===== src/rtl/uart_rx_pkg.sv =====
// Shared types and helpers for the UART receive controller.
// State encoding, sample-point offset, minimum oversampling ratio and the
// effective-prescale function used when a frame starts.
package uart_rx_pkg;

  typedef enum logic [2:0] {
    ST_IDLE   = 3'd0,
    ST_START  = 3'd1,
    ST_DATA   = 3'd2,
    ST_PARITY = 3'd3,
    ST_STOP   = 3'd4,
    ST_DONE   = 3'd5
  } rx_state_e;

  localparam int SAMPLE_OFS   = 2;
  localparam int MIN_PRESCALE = 8;

  // Effective oversampling ratio: LSB dropped, anything below the minimum clamped up.
  function automatic logic [15:0] eff_prescale(input logic [15:0] raw);
    logic [15:0] even;
    even = {raw[15:1], 1'b0};
    if (even < 16'(MIN_PRESCALE)) begin
      eff_prescale = 16'(MIN_PRESCALE);
    end else begin
      eff_prescale = even;
    end
  endfunction

endpackage


===== src/rtl/uart_rx_ctrl_counter.sv =====
// rx_edge_bit_counter: oversample (edge) and bit counters for the RX controller.
// edge_cnt runs 0..P-1 while enabled; bit_done marks edge_cnt==P-1.
// at_sample is raised one cycle ahead of edge_cnt==P/2+SAMPLE_OFS so that a strobe
// registered on it is high exactly while edge_cnt sits on the sample point.
module rx_edge_bit_counter
  import uart_rx_pkg::*;
#(
  parameter int PRESCALE_W = 6,
  parameter int BIT_W      = 4
) (
  input  logic                  CLK,
  input  logic                  RST,
  input  logic                  cnt_en,
  input  logic                  edge_clr,
  input  logic                  edge_set1,
  input  logic                  bit_clr,
  input  logic                  bit_inc,
  input  logic [PRESCALE_W-1:0] p_eff,
  output logic [PRESCALE_W-1:0] edge_cnt,
  output logic [BIT_W-1:0]      bit_cnt,
  output logic                  bit_done,
  output logic                  at_sample
);

  logic [PRESCALE_W-1:0] edge_cnt_r;
  logic [BIT_W-1:0]      bit_cnt_r;
  logic [PRESCALE_W-1:0] p_last_s;
  logic [PRESCALE_W-1:0] samp_pre_s;

  assign p_last_s   = p_eff - PRESCALE_W'(1);
  assign samp_pre_s = (p_eff >> 1) + PRESCALE_W'(SAMPLE_OFS - 1);
  assign bit_done   = cnt_en && (edge_cnt_r == p_last_s);
  assign at_sample  = cnt_en && (edge_cnt_r == samp_pre_s);
  assign edge_cnt   = edge_cnt_r;
  assign bit_cnt    = bit_cnt_r;

  // Oversample index: clear/preload on frame boundaries, wrap at P-1.
  always_ff @(posedge CLK or negedge RST) begin
    if (!RST) begin
      edge_cnt_r <= '0;
    end else if (edge_clr) begin
      edge_cnt_r <= '0;
    end else if (edge_set1) begin
      edge_cnt_r <= PRESCALE_W'(1);
    end else if (cnt_en) begin
      if (bit_done) begin
        edge_cnt_r <= '0;
      end else begin
        edge_cnt_r <= edge_cnt_r + PRESCALE_W'(1);
      end
    end else begin
      edge_cnt_r <= edge_cnt_r;
    end
  end

  // Data bit index within the frame.
  always_ff @(posedge CLK or negedge RST) begin
    if (!RST) begin
      bit_cnt_r <= '0;
    end else if (bit_clr) begin
      bit_cnt_r <= '0;
    end else if (bit_inc) begin
      bit_cnt_r <= bit_cnt_r + BIT_W'(1);
    end else begin
      bit_cnt_r <= bit_cnt_r;
    end
  end

endmodule


===== src/rtl/uart_rx_ctrl.sv =====
// uart_rx_ctrl: UART receive frame FSM driving sampler/checker/deserializer enables.
// Optional macro UART_RX_ERR_CNT_EN adds a saturating 8-bit frame error counter.
module uart_rx_ctrl
  import uart_rx_pkg::*;
#(
  parameter int DATA_WIDTH = 8,
  parameter int PRESCALE_W = 6
) (
  input  logic                  CLK,
  input  logic                  RST,
  input  logic                  RX_IN,
  input  logic [PRESCALE_W-1:0] PRESCALE,
  input  logic                  PAR_EN,
  input  logic                  strt_glitch,
  input  logic                  par_err,
  input  logic                  stp_err,
  output logic [PRESCALE_W-1:0] edge_cnt,
  output logic                  dat_samp_en,
  output logic                  strt_chk_en,
  output logic                  par_chk_en,
  output logic                  stp_chk_en,
  output logic                  deser_en,
  output logic                  data_valid,
`ifdef UART_RX_ERR_CNT_EN
  output logic [7:0]            frame_err_cnt,
`endif
  output logic                  busy
);

  localparam int BIT_W = $clog2(DATA_WIDTH + 1);

  rx_state_e             state_r;
  logic [PRESCALE_W-1:0] p_r;
  logic [PRESCALE_W-1:0] p_nxt_s;
  logic                  par_en_r;
  logic                  par_bad_r;
  logic                  strt_chk_r;
  logic                  deser_r;
  logic                  par_chk_r;
  logic                  stp_chk_r;
  logic                  data_valid_r;
  logic                  busy_r;
  logic                  cnt_en_s;
  logic                  edge_clr_s;
  logic                  edge_set1_s;
  logic                  bit_clr_s;
  logic                  bit_inc_s;
  logic                  bit_done_s;
  logic                  at_sample_s;
  logic [BIT_W-1:0]      bit_cnt_s;
  logic                  last_bit_s;

  assign p_nxt_s    = PRESCALE_W'(eff_prescale(16'(PRESCALE)));
  assign last_bit_s = (bit_cnt_s == BIT_W'(DATA_WIDTH - 1));
  assign cnt_en_s   = (state_r != ST_IDLE);

  rx_edge_bit_counter #(
    .PRESCALE_W (PRESCALE_W),
    .BIT_W      (BIT_W)
  ) u_cnt (
    .CLK       (CLK),
    .RST       (RST),
    .cnt_en    (cnt_en_s),
    .edge_clr  (edge_clr_s),
    .edge_set1 (edge_set1_s),
    .bit_clr   (bit_clr_s),
    .bit_inc   (bit_inc_s),
    .p_eff     (p_r),
    .edge_cnt  (edge_cnt),
    .bit_cnt   (bit_cnt_s),
    .bit_done  (bit_done_s),
    .at_sample (at_sample_s)
  );

  // Counter controls: hold at 0 in IDLE, preload 1 on a back-to-back start from DONE.
  always_comb begin
    edge_clr_s  = 1'b0;
    edge_set1_s = 1'b0;
    bit_clr_s   = 1'b0;
    bit_inc_s   = 1'b0;
    case (state_r)
      ST_IDLE: edge_clr_s = 1'b1;
      ST_START: begin
        if (bit_done_s && !strt_glitch) begin
          bit_clr_s = 1'b1;
        end else begin
          bit_clr_s = 1'b0;
        end
      end
      ST_DATA: begin
        if (bit_done_s) begin
          bit_inc_s = 1'b1;
        end else begin
          bit_inc_s = 1'b0;
        end
      end
      ST_DONE: begin
        if (!RX_IN) begin
          edge_set1_s = 1'b1;
        end else begin
          edge_clr_s = 1'b1;
        end
      end
      default: edge_clr_s = 1'b0;
    endcase
  end

  // Frame FSM with registered strobes, busy and data_valid.
  always_ff @(posedge CLK or negedge RST) begin
    if (!RST) begin
      state_r      <= ST_IDLE;
      p_r          <= PRESCALE_W'(MIN_PRESCALE);
      par_en_r     <= 1'b0;
      par_bad_r    <= 1'b0;
      strt_chk_r   <= 1'b0;
      deser_r      <= 1'b0;
      par_chk_r    <= 1'b0;
      stp_chk_r    <= 1'b0;
      data_valid_r <= 1'b0;
      busy_r       <= 1'b0;
    end else begin
      strt_chk_r   <= 1'b0;
      deser_r      <= 1'b0;
      par_chk_r    <= 1'b0;
      stp_chk_r    <= 1'b0;
      data_valid_r <= 1'b0;
      case (state_r)
        ST_IDLE: begin
          if (!RX_IN) begin
            state_r   <= ST_START;
            busy_r    <= 1'b1;
            p_r       <= p_nxt_s;
            par_en_r  <= PAR_EN;
            par_bad_r <= 1'b0;
          end else begin
            busy_r <= 1'b0;
          end
        end
        ST_START: begin
          if (at_sample_s) strt_chk_r <= 1'b1;
          if (bit_done_s) begin
            if (strt_glitch) begin
              state_r <= ST_IDLE;
              busy_r  <= 1'b0;
            end else begin
              state_r <= ST_DATA;
            end
          end
        end
        ST_DATA: begin
          if (at_sample_s) deser_r <= 1'b1;
          if (bit_done_s && last_bit_s) begin
            state_r <= par_en_r ? ST_PARITY : ST_STOP;
          end
        end
        ST_PARITY: begin
          if (at_sample_s) par_chk_r <= 1'b1;
          if (bit_done_s) begin
            par_bad_r <= par_err;
            state_r   <= ST_STOP;
          end
        end
        ST_STOP: begin
          if (at_sample_s) stp_chk_r <= 1'b1;
          if (bit_done_s) begin
            state_r      <= ST_DONE;
            data_valid_r <= !stp_err && !(par_bad_r && par_en_r);
          end
        end
        ST_DONE: begin
          par_bad_r <= 1'b0;
          if (!RX_IN) begin
            state_r  <= ST_START;
            p_r      <= p_nxt_s;
            par_en_r <= PAR_EN;
          end else begin
            state_r <= ST_IDLE;
            busy_r  <= 1'b0;
          end
        end
        default: begin
          state_r <= ST_IDLE;
          busy_r  <= 1'b0;
        end
      endcase
    end
  end

  assign strt_chk_en = strt_chk_r;
  assign deser_en    = deser_r;
  assign par_chk_en  = par_chk_r;
  assign stp_chk_en  = stp_chk_r;
  assign data_valid  = data_valid_r;
  assign busy        = busy_r;
  assign dat_samp_en = busy_r;

`ifdef UART_RX_ERR_CNT_EN
  logic       err_evt_s;
  logic [7:0] err_cnt_r;

  // A frame error is a start-glitch abort or a DONE cycle without data_valid.
  always_comb begin
    err_evt_s = 1'b0;
    if (state_r == ST_START) begin
      err_evt_s = bit_done_s && strt_glitch;
    end else if (state_r == ST_DONE) begin
      err_evt_s = !data_valid_r;
    end else begin
      err_evt_s = 1'b0;
    end
  end

  // Saturating frame error counter.
  always_ff @(posedge CLK or negedge RST) begin
    if (!RST) begin
      err_cnt_r <= 8'd0;
    end else if (err_evt_s && (err_cnt_r != 8'hFF)) begin
      err_cnt_r <= err_cnt_r + 8'd1;
    end else begin
      err_cnt_r <= err_cnt_r;
    end
  end

  assign frame_err_cnt = err_cnt_r;
`endif

endmodule


===== config.mk =====
export PLATFORM = sky130hd
export DESIGN_NAME = uart_rx_ctrl
export DESIGN_NICKNAME = d
export VERILOG_FILES = /design/src/rtl/uart_rx_pkg.sv /design/src/rtl/uart_rx_ctrl_counter.sv /design/src/rtl/uart_rx_ctrl.sv
export SDC_FILE = /design/constraint.sdc
export NUM_CORES = 1
export LEC_CHECK = 0
export CAP_MARGIN = 30
export CELL_PAD_IN_SITES_DETAIL_PLACEMENT = 1
export CELL_PAD_IN_SITES_GLOBAL_PLACEMENT = 1
export CORE_MARGIN = 2
export CORE_UTILIZATION = 40
export CTS_BUF_LIST = sky130_fd_sc_hd__clkbuf_8
export CTS_CLUSTER_DIAMETER = 50
export DETAILED_ROUTE_END_ITERATION = 12
export PLACE_DENSITY = 0.81
export RECOVER_POWER = 100
export REMOVE_ABC_BUFFERS = 1
export SLEW_MARGIN = 30
export SYNTH_ARGS = -nofsm -noshare
export SYNTH_HDL_FRONTEND = slang
export SYNTH_SLANG_ARGS = --single-unit

===== constraint.sdc =====
create_clock -name CLK -period 3.9 [get_ports CLK]
set_clock_uncertainty 0.2 [all_clocks]
set_input_delay 0.78 -clock CLK [delete_from_list [all_inputs] [get_ports CLK]]
set_output_delay 0.78 -clock CLK [all_outputs]
set_load 0.01 [all_outputs]

# After elaboration in Yosys (flattened, before gate mapping)
# Index checks and enable logic that the tools add are counted.
[totals]
register_bits = 27
in_bits = 13
out_inout_bits = 13
word_cells = 92
[classes]
add_sub_neg = 4
order_cmp = 1
n_eq_ne = 15
muxes = 38
bitwise = 2
reduce_logical = 20
[ops]
columns = ["op", "n"]
rows = [
  ["$mux 6", 5],
  ["$mux 1", 20],
  ["$mux 3", 6],
  ["$pmux 3 s6", 1],
  ["$ne 2x2->1 const B", 7],
  ["$eq 6x6->1", 2],
  ["$reduce_bool 3->1", 3],
  ["$mux 4", 2],
  ["$add 5x1->6 const B", 1],
  ["$add 6x1->6 const B", 1],
  ["$eq 3x2->1 const B", 2],
  ["$eq 3x3->1 const B", 2],
  ["$logic_and 1x1->1", 6],
  ["$lt 6x4->1 const B", 1],
  ["$sub 6x1->6 const B", 1],
  ["$reduce_and 5->1", 1],
  ["$add 4x1->4 const B", 1],
  ["$eq 4x3->1 const B", 1],
  ["$pmux 1 s4", 1],
  ["$reduce_and 4->1", 1],
  ["$eq 3x1->1 const B", 1],
  ["$logic_not 1->1", 3],
  ["$logic_not 3->1", 1],
  ["$pmux 1 s3", 1],
  ["other kinds (8)", 9],
]

# Depth between registers and ports, before layout
[logic_depth]
depth_word = 7
ltp_mapped = 8

# By module
# Synthesis repeated with hierarchy kept, for this count alone.
[unflattened]
cells_unflattened = 178
hier_area_um2 = 1699.1
[by_module_without_submodules]
columns = ["mod", "instances", "cells_per_inst", "area_per_inst_um2", "seq_area_each_um2"]
rows = [
  ["uart_rx_ctrl", 1, 88, 888.4, 401.6],
  ["rx_edge_bit_counter", 1, 90, 810.8, 250.2],
]

# Least setup slack after synthesis
# No wires, ideal clock.
[synth_timing]
kind = "register to register"
start = "reg p_r[1]"
end = "reg u_cnt.bit_cnt_r[3] (netlist: u_cnt.bit_cnt[3])"
setup_ns = 0.104
arrival_time_ns = 2.027
setup_slack_ns = 1.570
stages_incl_launch_ff = 9
period_less_slack_ns = 2.330
cell_sequence = "dfrtp_1 inv_1 ha_1 xnor2_1 nor3_2 nand3_2 or2_0 buf_6 o41ai_2"
[synth_via]
elab_chain_len = 7
elab_cells_between_ends = 10
[synth_lines]
columns = ["item", "line_no", "source"]
rows = [
  ["start, declared", "uart_rx_ctrl.sv:33", "logic [PRESCALE_W-1:0] p_r;"],
  ["start signal, assigned", "uart_rx_ctrl.sv:112", "p_r <= PRESCALE_W'(MIN_PRESCALE);"],
  ["start signal, assigned", "uart_rx_ctrl.sv:132", "p_r <= p_nxt_s;"],
  ["start signal, assigned", "uart_rx_ctrl.sv:174", "p_r <= p_nxt_s;"],
  ["$sub 6x1->6 (*)", "uart_rx_ctrl_counter.sv:30", "assign p_last_s = p_eff - PRESCALE_W'(1);"],
  ["$eq 6x6->1 (*)", "uart_rx_ctrl_counter.sv:32", "assign bit_done = cnt_en && (edge_cnt_r == p_last_s);"],
  ["$logic_and 1x1->1 (*)", "uart_rx_ctrl_counter.sv:32", ""],
  ["$logic_and 1x1->1", "uart_rx_ctrl.sv:84", "if (bit_done_s && !strt_glitch) begin"],
  ["$mux 1", "uart_rx_ctrl.sv:84", ""],
  ["$mux 1", "uart_rx_ctrl.sv:81", "case (state_r)"],
  ["$mux 4 / $reduce_bool 2->1 (equally long branches)", "--", ""],
  ["end signal, assigned", "uart_rx_ctrl_counter.sv:63", "bit_cnt_r <= bit_cnt_r + BIT_W'(1);"],
  ["end signal, assigned", "uart_rx_ctrl_counter.sv:65", "bit_cnt_r <= bit_cnt_r;"],
  ["end, declared", "uart_rx_ctrl_counter.sv:26", "logic [BIT_W-1:0] bit_cnt_r;"],
]
# Mark *: on every way between the ends. The rest lies on a longest branch, timed or not.
# A chain may end at the register's enable or synchronous reset.

# Worst setup path after layout
[layout_timing]
start = "in RX_IN"
end = "reg p_r[2]"
[layout_via]
elab_chain_len = 2
[layout_lines]
columns = ["item", "line_no", "source"]
rows = [
  ["start, declared", "uart_rx_ctrl.sv:11", "input logic RX_IN,"],
  ["$not 1->1 (no source line)", "--", ""],
  ["$reduce_and 2->1 (no source line)", "--", ""],
]
# No other way between the ends.

==> flow_metrics.env <==
export IMPL_status="finished clean"
export IMPL_start_kind="input pin"
export IMPL_postRouteAntennaNets=0
export IMPL_ir_worst_vdd_mv=0.3208
export IMPL_preCtsSetupSlack_ps=1080
export IMPL_cts_tree="built"
export IMPL_overflow=0
export IMPL_firstDrtPassIters=4
export IMPL_clkPwrFrac=0.169
export IMPL_p_sw_frac=0.4297
export IMPL_synth_top_family_by_area="simple AND/OR/NAND/NOR gates"
export IMPL_wire_per_inst_microns=16.89
export IMPL_start_util=0.4143
export IMPL_finalWorstSetupSlack_ps=868.5
export IMPL_diodes=0
export IMPL_die_area_sq_um=4642
export IMPL_synthAdderAreaFrac=0.03042
export IMPL_synth_area_per_cell_sq_um=9.622
export IMPL_numCtsBuffers=3
export IMPL_die_h_microns=68.14
export IMPL_total_leakage_power_uw=0.0007784
export IMPL_grt_pass1_vias=1431
export IMPL_worstPathArrival_ps=3030
export IMPL_synthDistinctLibCells=48
export IMPL_synth_edf_count=0
export IMPL_fin_crit_ps=3031
export IMPL_postCtsSetupBuffers=0
export IMPL_power_uw=1355
export IMPL_cp_required_ps=3900
export IMPL_portBuffers=24
export IMPL_multi_input_area_sq_um=857.1
export IMPL_ys_seq_area_frac=0.3962
export IMPL_synth_simple_gate_area_share=0.2152
export IMPL_hpwl_mm=3.094
export IMPL_cts_hold_buffers=0
export IMPL_hold_violations=0
export IMPL_syn_inst=171
export IMPL_wl_mm=4.053
export IMPL_tightest_slew_ps=1481
export IMPL_min_path_type="flop to flop"
export IMPL_yosysWarnings=0
export IMPL_whs_path_depth=1
export IMPL_vias_per_cell=5.571
export IMPL_nets=208
export IMPL_muxShareOfSynthArea=0.02738
export IMPL_synth_xor_area_frac=0.07985
export IMPL_p_sw_uw=582.1
export IMPL_combPwrFrac=0.451
export IMPL_netlist_area_sq_um=1645
export IMPL_slew_violations=0
export IMPL_ff2ff_path_depth=7
export IMPL_core_area_sq_um=3971
export IMPL_root_buffer="clkbuf_8"
export IMPL_intPower_uw=772.7
export IMPL_htreeDepth=1
export IMPL_grt_max_degree=27
export IMPL_async_flop_share=1.000
export IMPL_io_pins=26
export IMPL_drt_iter0_drc=93
export IMPL_num_vias=1337
export IMPL_area_delta_synth_final_pct=16.27
export IMPL_period_share=0.7773
export IMPL_synthTopCellsByArea="dfrtp_1 (38%), xnor2_1 (5.3%), nor2_1 (4.6%)"
export IMPL_yosysTopAreaCellShare=0.3802
export IMPL_grt_pass1_wl_mm=6.879
export IMPL_fin_setup_tns_ps=0
export IMPL_setup_worst_path_class="input pin to flop"
export IMPL_synth_compound_area_frac=0.1985
export IMPL_drcViolationCount=0
export IMPL_max_freq_ghz=0.3299
export IMPL_post_cts_resize_count=0
export IMPL_reg2reg_slack_ps=880
export IMPL_rows=23
export IMPL_cap_violations=0
export IMPL_worst_path_max_fanout=9
export IMPL_setup_violations=0
export IMPL_cts_sinks=26
export IMPL_cp_end_kind="flop"
export IMPL_seqPwrFrac=0.380
export IMPL_gp_congestion=0.8260
export IMPL_slew_limit_headroom=0.01273
export IMPL_clk_latency_ps=280
export IMPL_synth_top_area_cell="dfrtp_1"
export IMPL_antenna_found_initial=0
export IMPL_power_density_nw_per_um2=708.1
export IMPL_synth_seq_cells=26
export IMPL_rsz0062_at_grt="false"
export IMPL_die_x_microns=68.14
export IMPL_seq_area_sq_um=651.9
export IMPL_grt_total_usage=0.1972
export IMPL_drive_gt1_frac=0.05263
export IMPL_clock_path_buffers=2
export IMPL_ys_flop_type="dfrtp_1"
export IMPL_nFillCells=460
export IMPL_clkSlewWorstSetupHoldPaths_ps=100
==> power by group through the flow <==
stage / combinational, uW / sequential (uW) / clock, uW
2_1_floorplan: 458 / 492 / 0
3_3_place_gp: 610 / 514 / 0
3_5_place_dp: 653 / 527 / 0
4_1_cts: 657 / 522 / 236
5_1_grt: 685 / 535 / 246
6_report: 611 / 515 / 229
==> final timing paths <==
kind	startpoint	end
max	RX_IN	p_r[2]$_DFFE_PN0P_
min	par_bad_r$_DFFE_PN0P_	data_valid$_DFF_PN0_
max reg2reg	p_r[1]$_DFFE_PN0P_	u_cnt.bit_cnt[3]$_DFFE_PN0P_
min reg2reg	par_bad_r$_DFFE_PN0P_	data_valid$_DFF_PN0_
max in group asynchronous	RST	u_cnt.edge_cnt[0]$_DFFE_PN0P_
min in group asynchronous	RST	deser_en$_DFF_PN0_
==> critical path, cell delays in order <==
cell           delay (ps)
dlygate4sd3_1         610
nor4_1               1100
o311ai_0              360
o21ai_0               180
==> metrics by stage <==
step / util / instances / area (sq um) / hold slack [ps]
final: 0.4817 / 240 / 1913 / 318.8
after global routing: 0.4817 / 240 / 1913 / 334.1
after CTS: 0.4953 / 240 / 1967 / 327.8
after detailed placement: 0.4773 / 236 / 1896 / 312.5
after global placement: 0.4773 / 236 / 1896 / 276.8
after floorplan: - / 161 / 1585 / 260.5
==> per-layer routing <==
layer	part of all wire	track usage	up-vias
met5	0	0	-
met2	0.54	0.3750	24
li1	-	-	652
met3	0.030	0.02961	5
met4	0.0094	0.05000	0
met1	0.42	0.2282	656
==> cell usage after synthesis (4+ instances only) <==
cell type  number
xor2_1          5
nor2b_1         4
nand2_1        10
ha_1            4
nor2_1         20
nor3_1          6
xnor2_1        10
o31ai_1         8
nand3_1         6
clkbuf_1        4
nand2b_1        4
o21ai_0         6
a21oi_1         5
inv_1           7
dfrtp_1        25
==> cells in the final DEF (no fill, tap or decap), types with 6 or more instances in the layout <==
cell type	instances
nand3_1	7
nor3_1	7
inv_1	7
xnor2_1	10
nand2_1	10
o21ai_0	6
o31ai_1	8
clkdlybuf4s50_1	9
nor2_1	20
dlygate4sd3_1	15
dfrtp_1	25
==> kinds of logic after synthesis <==
kind of cell,Yosys count
AOI/OAI and AO/OA,40
and+or+nand+nor,65
xor gates and xnor gates,15
muxes,4
DFF,26
adders and majority gates,4
buffers and inverters,17
==> registers in the layout (all words and copies together), names as in the netlist, 3 cells and up <==
name and count:
p_r 5, state_r 3, u_cnt.bit_cnt 4, u_cnt.edge_cnt 6
==> cell type report <==
cell class                      instances  share of cell area
Clock buffer                            3             0.02158
Clock inverter                          1             0.01570
Inverter                                7             0.01373
Multi-Input combinational cell        128              0.4480
Sequential cell                        26              0.3407
Tap cell                               50             0.03270
Timing Repair Buffer                   25              0.1275
Power figures use the tool's default switching activity.
